File: src/rtl/gmii_rx_latency_extract_if.sv
// rtl/gmii_rx_latency_extract_if.sv - GMII receive, rtclock and result bundle (optional min/max: GMII_RX_LATENCY_MINMAX_EN)
interface gmii_rx_latency_extract_if;
    logic [7:0]  gmii_d;
    logic        gmii_en;
    logic        gmii_er;
    logic [47:0] sec;
    logic [29:0] nsec;
    logic        res_valid;
    logic [63:0] res_seq;
    logic [47:0] res_tx_sec;
    logic [29:0] res_tx_nsec;
    logic [47:0] res_rx_sec;
    logic [29:0] res_rx_nsec;
    logic [31:0] res_latency_nsec;
    logic [15:0] res_frame_size;
    logic [3:0]  res_err;
`ifdef GMII_RX_LATENCY_MINMAX_EN
    logic        stats_clr;
    logic [31:0] lat_min_nsec;
    logic [31:0] lat_max_nsec;

    modport master (
        output gmii_d, gmii_en, gmii_er, sec, nsec, stats_clr,
        input  res_valid, res_seq, res_tx_sec, res_tx_nsec, res_rx_sec, res_rx_nsec,
               res_latency_nsec, res_frame_size, res_err, lat_min_nsec, lat_max_nsec
    );
    modport slave (
        input  gmii_d, gmii_en, gmii_er, sec, nsec, stats_clr,
        output res_valid, res_seq, res_tx_sec, res_tx_nsec, res_rx_sec, res_rx_nsec,
               res_latency_nsec, res_frame_size, res_err, lat_min_nsec, lat_max_nsec
    );
`else
    modport master (
        output gmii_d, gmii_en, gmii_er, sec, nsec,
        input  res_valid, res_seq, res_tx_sec, res_tx_nsec, res_rx_sec, res_rx_nsec,
               res_latency_nsec, res_frame_size, res_err
    );
    modport slave (
        input  gmii_d, gmii_en, gmii_er, sec, nsec,
        output res_valid, res_seq, res_tx_sec, res_tx_nsec, res_rx_sec, res_rx_nsec,
               res_latency_nsec, res_frame_size, res_err
    );
`endif
endinterface

File: src/rtl/gmii_rx_latency_extract.sv
// rtl/gmii_rx_latency_extract.sv - GMII rx frame parser with tail seq/timestamp recovery and latency result (optional min/max: GMII_RX_LATENCY_MINMAX_EN)
module gmii_rx_latency_extract #(
    parameter int unsigned C_NSEC_PER_SEC = 1000000000,
    parameter logic [15:0] C_MAX_FRAME    = 16'hFFFF,
    parameter int unsigned C_TAIL_OCTETS  = 22
) (
    input  logic clk,
    input  logic rst,
    gmii_rx_latency_extract_if.slave bus
);
    localparam int unsigned C_TAIL_W = C_TAIL_OCTETS * 8;
    localparam logic [31:0] C_NS     = C_NSEC_PER_SEC[31:0];

    typedef enum logic [2:0] {
        S_WAIT_IDLE, S_IDLE, S_PREAMBLE, S_DATA, S_EXTRACT, S_CALC
    } state_t;

    state_t r_state, w_next;

    logic [C_TAIL_W-1:0] r_tail;
    logic [15:0] r_size;
    logic        r_er;
    logic [47:0] r_rx_sec;
    logic [29:0] r_rx_nsec;
    logic [63:0] r_seq;
    logic [47:0] r_tx_sec;
    logic [31:0] r_tx_nsec32;
    logic        r_short, r_ts_inv;

    logic        r_res_valid;
    logic [63:0] r_res_seq;
    logic [47:0] r_res_tx_sec, r_res_rx_sec;
    logic [29:0] r_res_tx_nsec, r_res_rx_nsec;
    logic [31:0] r_res_lat;
    logic [15:0] r_res_size;
    logic [3:0]  r_res_err;

    logic        w_sfd, w_shift, w_extract, w_calc, w_short_now;
    logic [47:0] w_d;
    logic [31:0] w_lat;
    logic        w_ovf;

    // State register
    always_ff @(posedge clk) begin
        if (rst) r_state <= S_WAIT_IDLE;
        else     r_state <= w_next;
    end

    // Next-state decode of the GMII framing
    always_comb begin
        w_next = r_state;
        case (r_state)
            S_WAIT_IDLE: if (!bus.gmii_en) w_next = S_IDLE;
            S_IDLE:      if (bus.gmii_en) w_next = (bus.gmii_d == 8'h55) ? S_PREAMBLE : S_WAIT_IDLE;
            S_PREAMBLE: begin
                if (!bus.gmii_en)              w_next = S_WAIT_IDLE;
                else if (bus.gmii_d == 8'hD5)  w_next = S_DATA;
                else if (bus.gmii_d != 8'h55)  w_next = S_WAIT_IDLE;
            end
            S_DATA:      if (!bus.gmii_en) w_next = S_EXTRACT;
            S_EXTRACT:   w_next = S_CALC;
            S_CALC:      w_next = bus.gmii_en ? S_WAIT_IDLE : S_IDLE;
            default:     w_next = S_WAIT_IDLE;
        endcase
    end

    // Per-state datapath strobes
    always_comb begin
        w_sfd     = (r_state == S_PREAMBLE) && bus.gmii_en && (bus.gmii_d == 8'hD5);
        w_shift   = (r_state == S_DATA) && bus.gmii_en;
        w_extract = (r_state == S_EXTRACT);
        w_calc    = (r_state == S_CALC);
    end

    assign w_short_now = (r_size < 16'(C_TAIL_OCTETS));

    // Frame accumulation: size, sticky error, rx timestamp, tail shift, field extraction
    always_ff @(posedge clk) begin
        if (rst) begin
            r_tail      <= '0;
            r_size      <= '0;
            r_er        <= 1'b0;
            r_rx_sec    <= '0;
            r_rx_nsec   <= '0;
            r_seq       <= '0;
            r_tx_sec    <= '0;
            r_tx_nsec32 <= '0;
            r_short     <= 1'b0;
            r_ts_inv    <= 1'b0;
        end else begin
            if (w_sfd) begin
                r_size <= '0;
                r_er   <= 1'b0;
            end
            if (w_shift) begin
                r_tail <= {r_tail[C_TAIL_W-9:0], bus.gmii_d};
                if (r_size != C_MAX_FRAME) r_size <= r_size + 16'd1;
                if (bus.gmii_er)           r_er   <= 1'b1;
                if (r_size == 16'd0) begin
                    r_rx_sec  <= bus.sec;
                    r_rx_nsec <= bus.nsec;
                end
            end
            if (w_extract) begin
                r_short <= w_short_now;
                if (w_short_now) begin
                    r_seq       <= '0;
                    r_tx_sec    <= '0;
                    r_tx_nsec32 <= '0;
                    r_ts_inv    <= 1'b0;
                end else begin
                    r_seq       <= r_tail[C_TAIL_W-1   -: 64];
                    r_tx_sec    <= r_tail[C_TAIL_W-65  -: 48];
                    r_tx_nsec32 <= r_tail[C_TAIL_W-113 -: 32];
                    r_ts_inv    <= (r_tail[C_TAIL_W-113 -: 32] >= C_NS);
                end
            end
        end
    end

    // Latency: same-second difference, one-second borrow, otherwise saturate
    always_comb begin
        w_d   = r_rx_sec - r_tx_sec;
        w_lat = '0;
        w_ovf = 1'b0;
        if (r_short || r_ts_inv) begin
            w_lat = '0;
        end else if ((w_d == 48'd0) && ({2'b00, r_rx_nsec} >= r_tx_nsec32)) begin
            w_lat = {2'b00, r_rx_nsec} - r_tx_nsec32;
        end else if (w_d == 48'd1) begin
            w_lat = {2'b00, r_rx_nsec} + C_NS - r_tx_nsec32;
        end else begin
            w_lat = 32'hFFFF_FFFF;
            w_ovf = 1'b1;
        end
    end

    // Result record registered in CALC, strobe valid for the following cycle
    always_ff @(posedge clk) begin
        if (rst) begin
            r_res_valid   <= 1'b0;
            r_res_seq     <= '0;
            r_res_tx_sec  <= '0;
            r_res_tx_nsec <= '0;
            r_res_rx_sec  <= '0;
            r_res_rx_nsec <= '0;
            r_res_lat     <= '0;
            r_res_size    <= '0;
            r_res_err     <= '0;
        end else begin
            r_res_valid <= w_calc;
            if (w_calc) begin
                r_res_seq     <= r_seq;
                r_res_tx_sec  <= r_tx_sec;
                r_res_tx_nsec <= r_tx_nsec32[29:0];
                r_res_rx_sec  <= r_rx_sec;
                r_res_rx_nsec <= r_rx_nsec;
                r_res_lat     <= w_lat;
                r_res_size    <= r_size;
                r_res_err     <= {r_ts_inv, w_ovf, r_short, r_er};
            end
        end
    end

    assign bus.res_valid        = r_res_valid;
    assign bus.res_seq          = r_res_seq;
    assign bus.res_tx_sec       = r_res_tx_sec;
    assign bus.res_tx_nsec      = r_res_tx_nsec;
    assign bus.res_rx_sec       = r_res_rx_sec;
    assign bus.res_rx_nsec      = r_res_rx_nsec;
    assign bus.res_latency_nsec = r_res_lat;
    assign bus.res_frame_size   = r_res_size;
    assign bus.res_err          = r_res_err;

`ifdef GMII_RX_LATENCY_MINMAX_EN
    logic [31:0] r_lat_min, r_lat_max;

    // Running min/max over error-free results; clear has priority over update
    always_ff @(posedge clk) begin
        if (rst || bus.stats_clr) begin
            r_lat_min <= 32'hFFFF_FFFF;
            r_lat_max <= 32'h0;
        end else if (r_res_valid && (r_res_err == 4'h0)) begin
            if (r_res_lat < r_lat_min) r_lat_min <= r_res_lat;
            if (r_res_lat > r_lat_max) r_lat_max <= r_res_lat;
        end
    end

    assign bus.lat_min_nsec = r_lat_min;
    assign bus.lat_max_nsec = r_lat_max;
`endif
endmodule

File: src/flat_wrapper.sv
// flat-port wrapper written by rule: the top's interface ports become plain ports
module gmii_rx_latency_extract_flat 
#(
    parameter int unsigned C_NSEC_PER_SEC = 1000000000,
    parameter logic [15:0] C_MAX_FRAME    = 16'hFFFF,
    parameter int unsigned C_TAIL_OCTETS  = 22
)
  (clk, rst, bus_gmii_d, bus_gmii_en, bus_gmii_er, bus_sec, bus_nsec, bus_res_valid, bus_res_seq, bus_res_tx_sec, bus_res_tx_nsec, bus_res_rx_sec, bus_res_rx_nsec, bus_res_latency_nsec, bus_res_frame_size, bus_res_err);
  gmii_rx_latency_extract_if bus_i ();
  input  logic clk;
  input  logic rst;
  input wire logic [$bits(bus_i.gmii_d)-1:0] bus_gmii_d;
  input wire logic [$bits(bus_i.gmii_en)-1:0] bus_gmii_en;
  input wire logic [$bits(bus_i.gmii_er)-1:0] bus_gmii_er;
  input wire logic [$bits(bus_i.sec)-1:0] bus_sec;
  input wire logic [$bits(bus_i.nsec)-1:0] bus_nsec;
  output wire logic [$bits(bus_i.res_valid)-1:0] bus_res_valid;
  output wire logic [$bits(bus_i.res_seq)-1:0] bus_res_seq;
  output wire logic [$bits(bus_i.res_tx_sec)-1:0] bus_res_tx_sec;
  output wire logic [$bits(bus_i.res_tx_nsec)-1:0] bus_res_tx_nsec;
  output wire logic [$bits(bus_i.res_rx_sec)-1:0] bus_res_rx_sec;
  output wire logic [$bits(bus_i.res_rx_nsec)-1:0] bus_res_rx_nsec;
  output wire logic [$bits(bus_i.res_latency_nsec)-1:0] bus_res_latency_nsec;
  output wire logic [$bits(bus_i.res_frame_size)-1:0] bus_res_frame_size;
  output wire logic [$bits(bus_i.res_err)-1:0] bus_res_err;
  assign bus_i.gmii_d = bus_gmii_d;
  assign bus_i.gmii_en = bus_gmii_en;
  assign bus_i.gmii_er = bus_gmii_er;
  assign bus_i.sec = bus_sec;
  assign bus_i.nsec = bus_nsec;
  assign bus_res_valid = bus_i.res_valid;
  assign bus_res_seq = bus_i.res_seq;
  assign bus_res_tx_sec = bus_i.res_tx_sec;
  assign bus_res_tx_nsec = bus_i.res_tx_nsec;
  assign bus_res_rx_sec = bus_i.res_rx_sec;
  assign bus_res_rx_nsec = bus_i.res_rx_nsec;
  assign bus_res_latency_nsec = bus_i.res_latency_nsec;
  assign bus_res_frame_size = bus_i.res_frame_size;
  assign bus_res_err = bus_i.res_err;
  gmii_rx_latency_extract #(.C_NSEC_PER_SEC(C_NSEC_PER_SEC), .C_MAX_FRAME(C_MAX_FRAME), .C_TAIL_OCTETS(C_TAIL_OCTETS)) u_core (.clk(clk), .rst(rst), .bus(bus_i));
endmodule
File: config.mk
export PLATFORM = sky130hd
export DESIGN_NAME = gmii_rx_latency_extract_flat
export DESIGN_NICKNAME = d
export VERILOG_FILES = /design/src/rtl/gmii_rx_latency_extract_if.sv /design/src/rtl/gmii_rx_latency_extract.sv /design/src/flat_wrapper.sv
export SDC_FILE = /design/constraint.sdc
export NUM_CORES = 2
export LEC_CHECK = 0
export CAP_MARGIN = 0
export CORE_MARGIN = 2
export CORE_UTILIZATION = 61
export DETAILED_ROUTE_END_ITERATION = 10
export GPL_ROUTABILITY_DRIVEN = 0
export PLACE_DENSITY = 0.89
export SYNTH_ARGS = -nofsm -noshare
export SYNTH_HDL_FRONTEND = slang
export SYNTH_SLANG_ARGS = --single-unit
File: constraint.sdc
create_clock -name clk -period 8.66 [get_ports clk]
set_clock_uncertainty 0.1 [all_clocks]
set_input_delay 2.165 -clock clk [delete_from_list [all_inputs] [get_ports clk]]
set_output_delay 2.165 -clock clk [all_outputs]
set_load 0.01 [all_outputs]
### Word level (Yosys, flattened, before mapping)

Index checks and enable logic that the tools add are counted.

* register bits: 693
* latch bits: 0
* RAM bits: 0
* bits in read-only memories: 0
* output and inout bits: 273
* word-level logic and storage cells: 77
* memories kept: 0

* add/subtract/negate cells: 5
* multiply operators: 0
* div/mod/pow operators: 0
* $lt $le $gt $ge: 3
* equal/unequal tests: 14
* shift operators: 0
* mux-type cells: 25
* bitwise gates (word level): 0
* reductions and logical operators: 10

Operators by type and width (count)
* two-way mux 32 bit: 4
* two-way mux 64 bit: 1
* equality test 48 x 1 -> 1 bit, second input constant: 1
* logical NOT 48 bit: 1
* two-way mux 16 bit: 3
* two-way mux 48 bit: 1
* subtractor 48 bit: 1
* greater-or-equal comparator 30 x 32 -> 1 bit: 1
* greater-or-equal comparator 32 x 30 -> 1 bit, second input constant: 1
* subtractor 30 x 32 -> 32 bit: 1
* subtractor 32 bit: 1
* adder 30 x 30 -> 31 bit, second input constant: 1
* two-way mux 3 bit: 6
* case mux 3 bit (6 select lines): 1
* adder 16 x 1 -> 16 bit, second input constant: 1
* logical NOT 16 bit: 1
* < comparator 16 x 5 -> 1 bit, second input constant: 1
* != test 16 bit, second input constant: 1
* equality test 8 x 7 -> 1 bit, second input constant: 1
* equality test 8 bit, second input constant: 1
* two-way mux 1 bit: 8
* != test 8 x 7 -> 1 bit, second input constant: 1
* equality test 3 x 2 -> 1 bit, second input constant: 2
* equality test 3 bit, second input constant: 2
* other kinds (9): 14

### Longest topological paths before layout

* depth after elaboration: 6
* gate-level depth with buffers: 19
* depth with buffers taken out: 19

### Worst setup path before layout

OpenSTA, ideal clock, no wires.

* path kind: input port to flip-flop
* start: in bus_gmii_en
* end: reg u_core.r_size[15]
* setup time: 0.065 ns
* arrival: 3.917 ns
* setup slack: 4.578 ns
* stages on the path: 10
* cell sequence: nand2b_1 -> or2_2 -> clkbuf_1 -> a31o_2 -> nor2_1 -> and3_1 -> and3_1 -> nand3_1 -> mux2_2 -> nor2_1

* cells in the longest elaborated chain, start to end: 5

Ends and longest elaborated chain
* start, declared: line flat_wrapper.sv:13 `input wire logic [$bits(bus_i.gmii_en)-1:0] bus_gmii_en;`
* logical AND 1 bit (2 in a row): line gmii_rx_latency_extract.sv:69 `w_sfd = (r_state == S_PREAMBLE) && bus.gmii_en && (bus.gmii_d == 8'hD5);`
* two-way mux 16 bit: line gmii_rx_latency_extract.sv:91 `if (w_sfd) begin`
* two-way mux 16 bit: line gmii_rx_latency_extract.sv:97 `if (r_size != C_MAX_FRAME) r_size <= r_size + 16'd1;`
* two-way mux 16 bit (*): line gmii_rx_latency_extract.sv:95 `if (w_shift) begin`
* end signal, assigned: line gmii_rx_latency_extract.sv:97
* end, declared: line gmii_rx_latency_extract.sv:21 `logic [15:0] r_size;`

Every way passes the cells marked *; elsewhere a longest branch is shown, timed or not.
A chain may end at the register's enable or synchronous reset.

### Worst setup path in the final report

* start: reg u_core.r_tx_sec[5]
* end: reg u_core.r_res_lat[0] (netlist: u_core.bus.res_latency_nsec[0])

* cells in the longest elaborated chain, start to end: 5

Ends and longest elaborated chain
* start, declared: line gmii_rx_latency_extract.sv:26 `logic [47:0] r_tx_sec;`
* start signal, assigned: line gmii_rx_latency_extract.sv:113 `r_tx_sec <= r_tail[C_TAIL_W-65 -: 48];`
* subtractor 48 bit (*): line gmii_rx_latency_extract.sv:123 `w_d = r_rx_sec - r_tx_sec;`
* equality test 48 x 1 -> 1 bit / logical NOT 48 bit (equally long branches): line gmii_rx_latency_extract.sv:130, gmii_rx_latency_extract.sv:128
* two-way mux 32 bit / logical AND 1 bit (equally long branches): line gmii_rx_latency_extract.sv:130, gmii_rx_latency_extract.sv:128
* two-way mux 32 bit (*): line gmii_rx_latency_extract.sv:128 `end else if ((w_d == 48'd0) && ({2'b00, r_rx_nsec} >= r_tx_nsec32)) begin`
* two-way mux 32 bit (*): line gmii_rx_latency_extract.sv:126 `if (r_short || r_ts_inv) begin`
* end signal, assigned: line gmii_rx_latency_extract.sv:158 `r_res_lat <= w_lat;`
* end, declared: line gmii_rx_latency_extract.sv:34 `logic [31:0] r_res_lat;`

Marks and branches as above.

==> flow_summary.json <==
{
  "outcome": "finished, final reports clean",
  "path_class": "flip-flop to flip-flop",
  "worst_pin_slew_ns": 1.28,
  "initial_core_util_pct": 61.5,
  "routed_wl_microns": 91500,
  "peakVddDrop_v": 0.000181,
  "synth-seq-cells": 693,
  "hp-start": "u_core.r_seq[63]",
  "routed_via_density": 6.02,
  "synth_fp_nets": 4207,
  "drtPass1Iterations": 10,
  "critical_path_arrival_ns": 5.48,
  "dieHeight_microns": 228,
  "dp_slack_ns": 3.46,
  "setup_ws_ns": 3.55,
  "place_inst": 4804,
  "grt_first_pass_wirelength_microns": 143000,
  "path_buf_inv": 1,
  "grt_usage_pct": 33.7,
  "min_period_over_period_pct": 59.0,
  "final.fill_count": 3750,
  "ioPinCount": 363,
  "synth_warnings": 0,
  "crit_start": "u_core.r_tx_sec[5]",
  "cts-root-buf": "clkbuf_16",
  "p_total_w": 0.00649,
  "ys_top_cells_by_area": "dfxtp_1 45%, nand2_1 14%, a21oi_1 10%, ha_1 4.2%, a22oi_1 3.7%",
  "synth_edf_count": 0,
  "finalNonFillerCells": 4924,
  "vias": 29600,
  "r2r-start": "u_core.r_tx_sec[5]",
  "drt_iter0_markers": 3233,
  "fp.dieArea_sq_mm": 0.0521,
  "setup-tns-final_ns": 0,
  "antenna_found_initial": 1,
  "cp.required_ns": 9.04,
  "clkSlewWorstSetupHoldPaths_ns": 0.06,
  "crit_slowest_cell": "a221oi_1",
  "slew_viol_final": 0,
  "synth.most_common_cell": "nand2_1",
  "leakage_nw": 13.0,
  "numClockSinks": 693,
  "synthToLayoutAreaGrowth_pct": 19.8,
  "worst_setup_path_end_kind": "flip-flop",
  "drive_above_1_share_pct": 3.74,
  "clkLatencyLatePin_ns": 0.63,
  "ant_nets": 0,
  "slew_headroom_pct": 14.0,
  "hpwl_microns": 61900,
  "synth_cell_types": 74,
  "path_delay_family": "compound AO/OA/AOI/OAI gates",
  "fp.dieW_microns": 228,
  "fin_crit_ns": 5.11,
  "grt_max_degree": 165,
  "p_per_area_mw_per_mm2": 177,
  "cts_buffers": 69,
  "cts_tree": "done",
  "h-tree-depth": 3,
  "fmax_mhz": 196,
  "synth.avg_cell_area_sq_um": 7.64,
  "drcViolationCount": 0,
  "row_count": 82,
  "holdBufCountCts": 0,
  "synth_top_area_share_pct": 45.2,
  "coreArea_sq_mm": 0.0499,
  "cts-resized-gates": 0,
  "crit_fanout": 32,
  "grt.overflow.total": 0,
  "ys_seq_area_share_pct": 45.2,
  "finalHoldViolCount": 0,
  "syn_inst": 4013,
  "cpPeakStageDelay_ns": 0.67,
  "syn_area_sq_mm": 0.0307,
  "first_global_vias": 27100,
  "antenna-diode-count": 0,
  "postSynth.asyncResetShare_pct": 0,
  "synth_common_cells": "1,124 x nand2_1, 693 x dfxtp_1, 635 x a21oi_1",
  "setup_viol": 0,
  "io_buffers": 362,
  "clockBufferDepth": 3,
  "num-nets-final": 4397,
  "path_cells": "inv_1 > ha_1 > a21oi_1 > a21oi_1 > a221oi_1 > a22oi_1 > a221oi_1 > mux2_2 > nor4_1 > nand4_1 > nor4_4 > nand2_2 > a21boi_0 > o21ai_1",
  "post_drt_wl_per_cell_microns": 18.6,
  "rsz0062_at_grt": "no",
  "crit_path_start_kind": "flip-flop",
  "post_cts_buffers": 0,
  "synth_ff_type": "dfxtp_1",
  "min_path_type": "flip-flop to flip-flop",
  "maxCapViolCount": 0,
  "yosysTopAreaCell": "dfxtp_1"
}
registers in the layout, indices dropped and copies added, names as in the netlist:
signal                       count
u_core.r_tail                  176
u_core.bus.res_seq              64
u_core.r_seq                    64
u_core.bus.res_rx_sec           48
u_core.bus.res_tx_sec           48
u_core.r_rx_sec                 48
u_core.r_tx_sec                 48
u_core.bus.res_latency_nsec     32
u_core.r_tx_nsec32              32
u_core.bus.res_rx_nsec          30
u_core.bus.res_tx_nsec          30
u_core.r_rx_nsec                30
u_core.bus.res_frame_size       16
u_core.r_size                   16
u_core.bus.res_err               4
u_core.r_state                   3
u_core.bus.res_valid             1
u_core.r_er                      1
u_core.r_short                   1
u_core.r_ts_inv                  1
layer usage:
metal  vias to the layer above  global-route usage, %  wire [microns]
met5                         -                      0              13
met1                     13900                   44.3           36600
met3                       256                   7.44            9260
met2                      1498                   53.9           41800
li1                      14000                      -               -
met4                         2                   13.7            3850
where the power goes:
group / internal [W] / total [W] / switching, W
combinational: 0.0000415 / 0.000106 / 0.0000646
sequential: 0.00319 / 0.00319 / 0.000000782
clock: 0.00191 / 0.00320 / 0.00129
total: 0.00513 / 0.00649 / 0.00136
layout make-up:
type	instances	area, sq um	area share, %
multi-input combinational	2935	15400	41.8
sequential	693	13900	37.7
timing repair buffer	384	3790	10.3
clock buffer	97	2010	5.48
tap	672	841	2.29
inverter	120	450	1.23
clock inverter	23	415	1.13
path summary, 6_finish.rpt:
kind / endpoint / slack [ns] / depth (start not counted)
worst max-delay path: u_core.bus.res_latency_nsec[0] / 3.55 / 14
worst min-delay path: u_core.bus.res_seq[63] / 0.35 / 2
worst max register to register: u_core.bus.res_latency_nsec[0] / 3.55 / 14
worst min register to register: u_core.bus.res_seq[63] / 0.35 / 2
tightest hold or removal path, cell delays in order (launching register included):
cell	delay, ns
dfxtp_1	0.31
nand2_1	0.05
a21oi_1	0.05
logic make-up after synthesis:
logic type | after synthesis | synth area share (%)
compound gates | 1096 | 20.8
xor+xnor | 84 | 2.40
fa+ha+maj | 104 | 4.29
buf+inv | 385 | 4.80
flops | 693 | 45.2
mux | 15 | 0.502
simple gates | 1636 | 22.0
through the flow:
stage	hold slack (ns)	area (sq um)	utilization [%]
4_1_cts	0.350	36800	73.7
3_3_place_gp	0.330	34300	68.8
6_report	0.348	36800	73.7
3_5_place_dp	0.342	34300	68.8
5_1_grt	0.365	36800	73.7
2_1_floorplan	0.332	30700	-
cell usage in the layout (no fill, tap or decap), types with 26 or more instances in the layout:
cell type        netlist  routed
o21ai_1               26      26
nor3_1                45      45
dfxtp_1              693     693
clkbuf_16              0      71
a21oi_1              635     635
nand4_1               33      33
inv_1                120     120
o21ai_0               93      93
clkdlybuf4s50_1        0     361
xor2_1                38      38
nand2_1             1124    1124
a211oi_1              31      31
nand3_1               37      37
xnor2_1               46      46
ha_1                 102     102
nor2_1               274     270
a22oi_1              151     151
(Power assumes the default switching activity.)
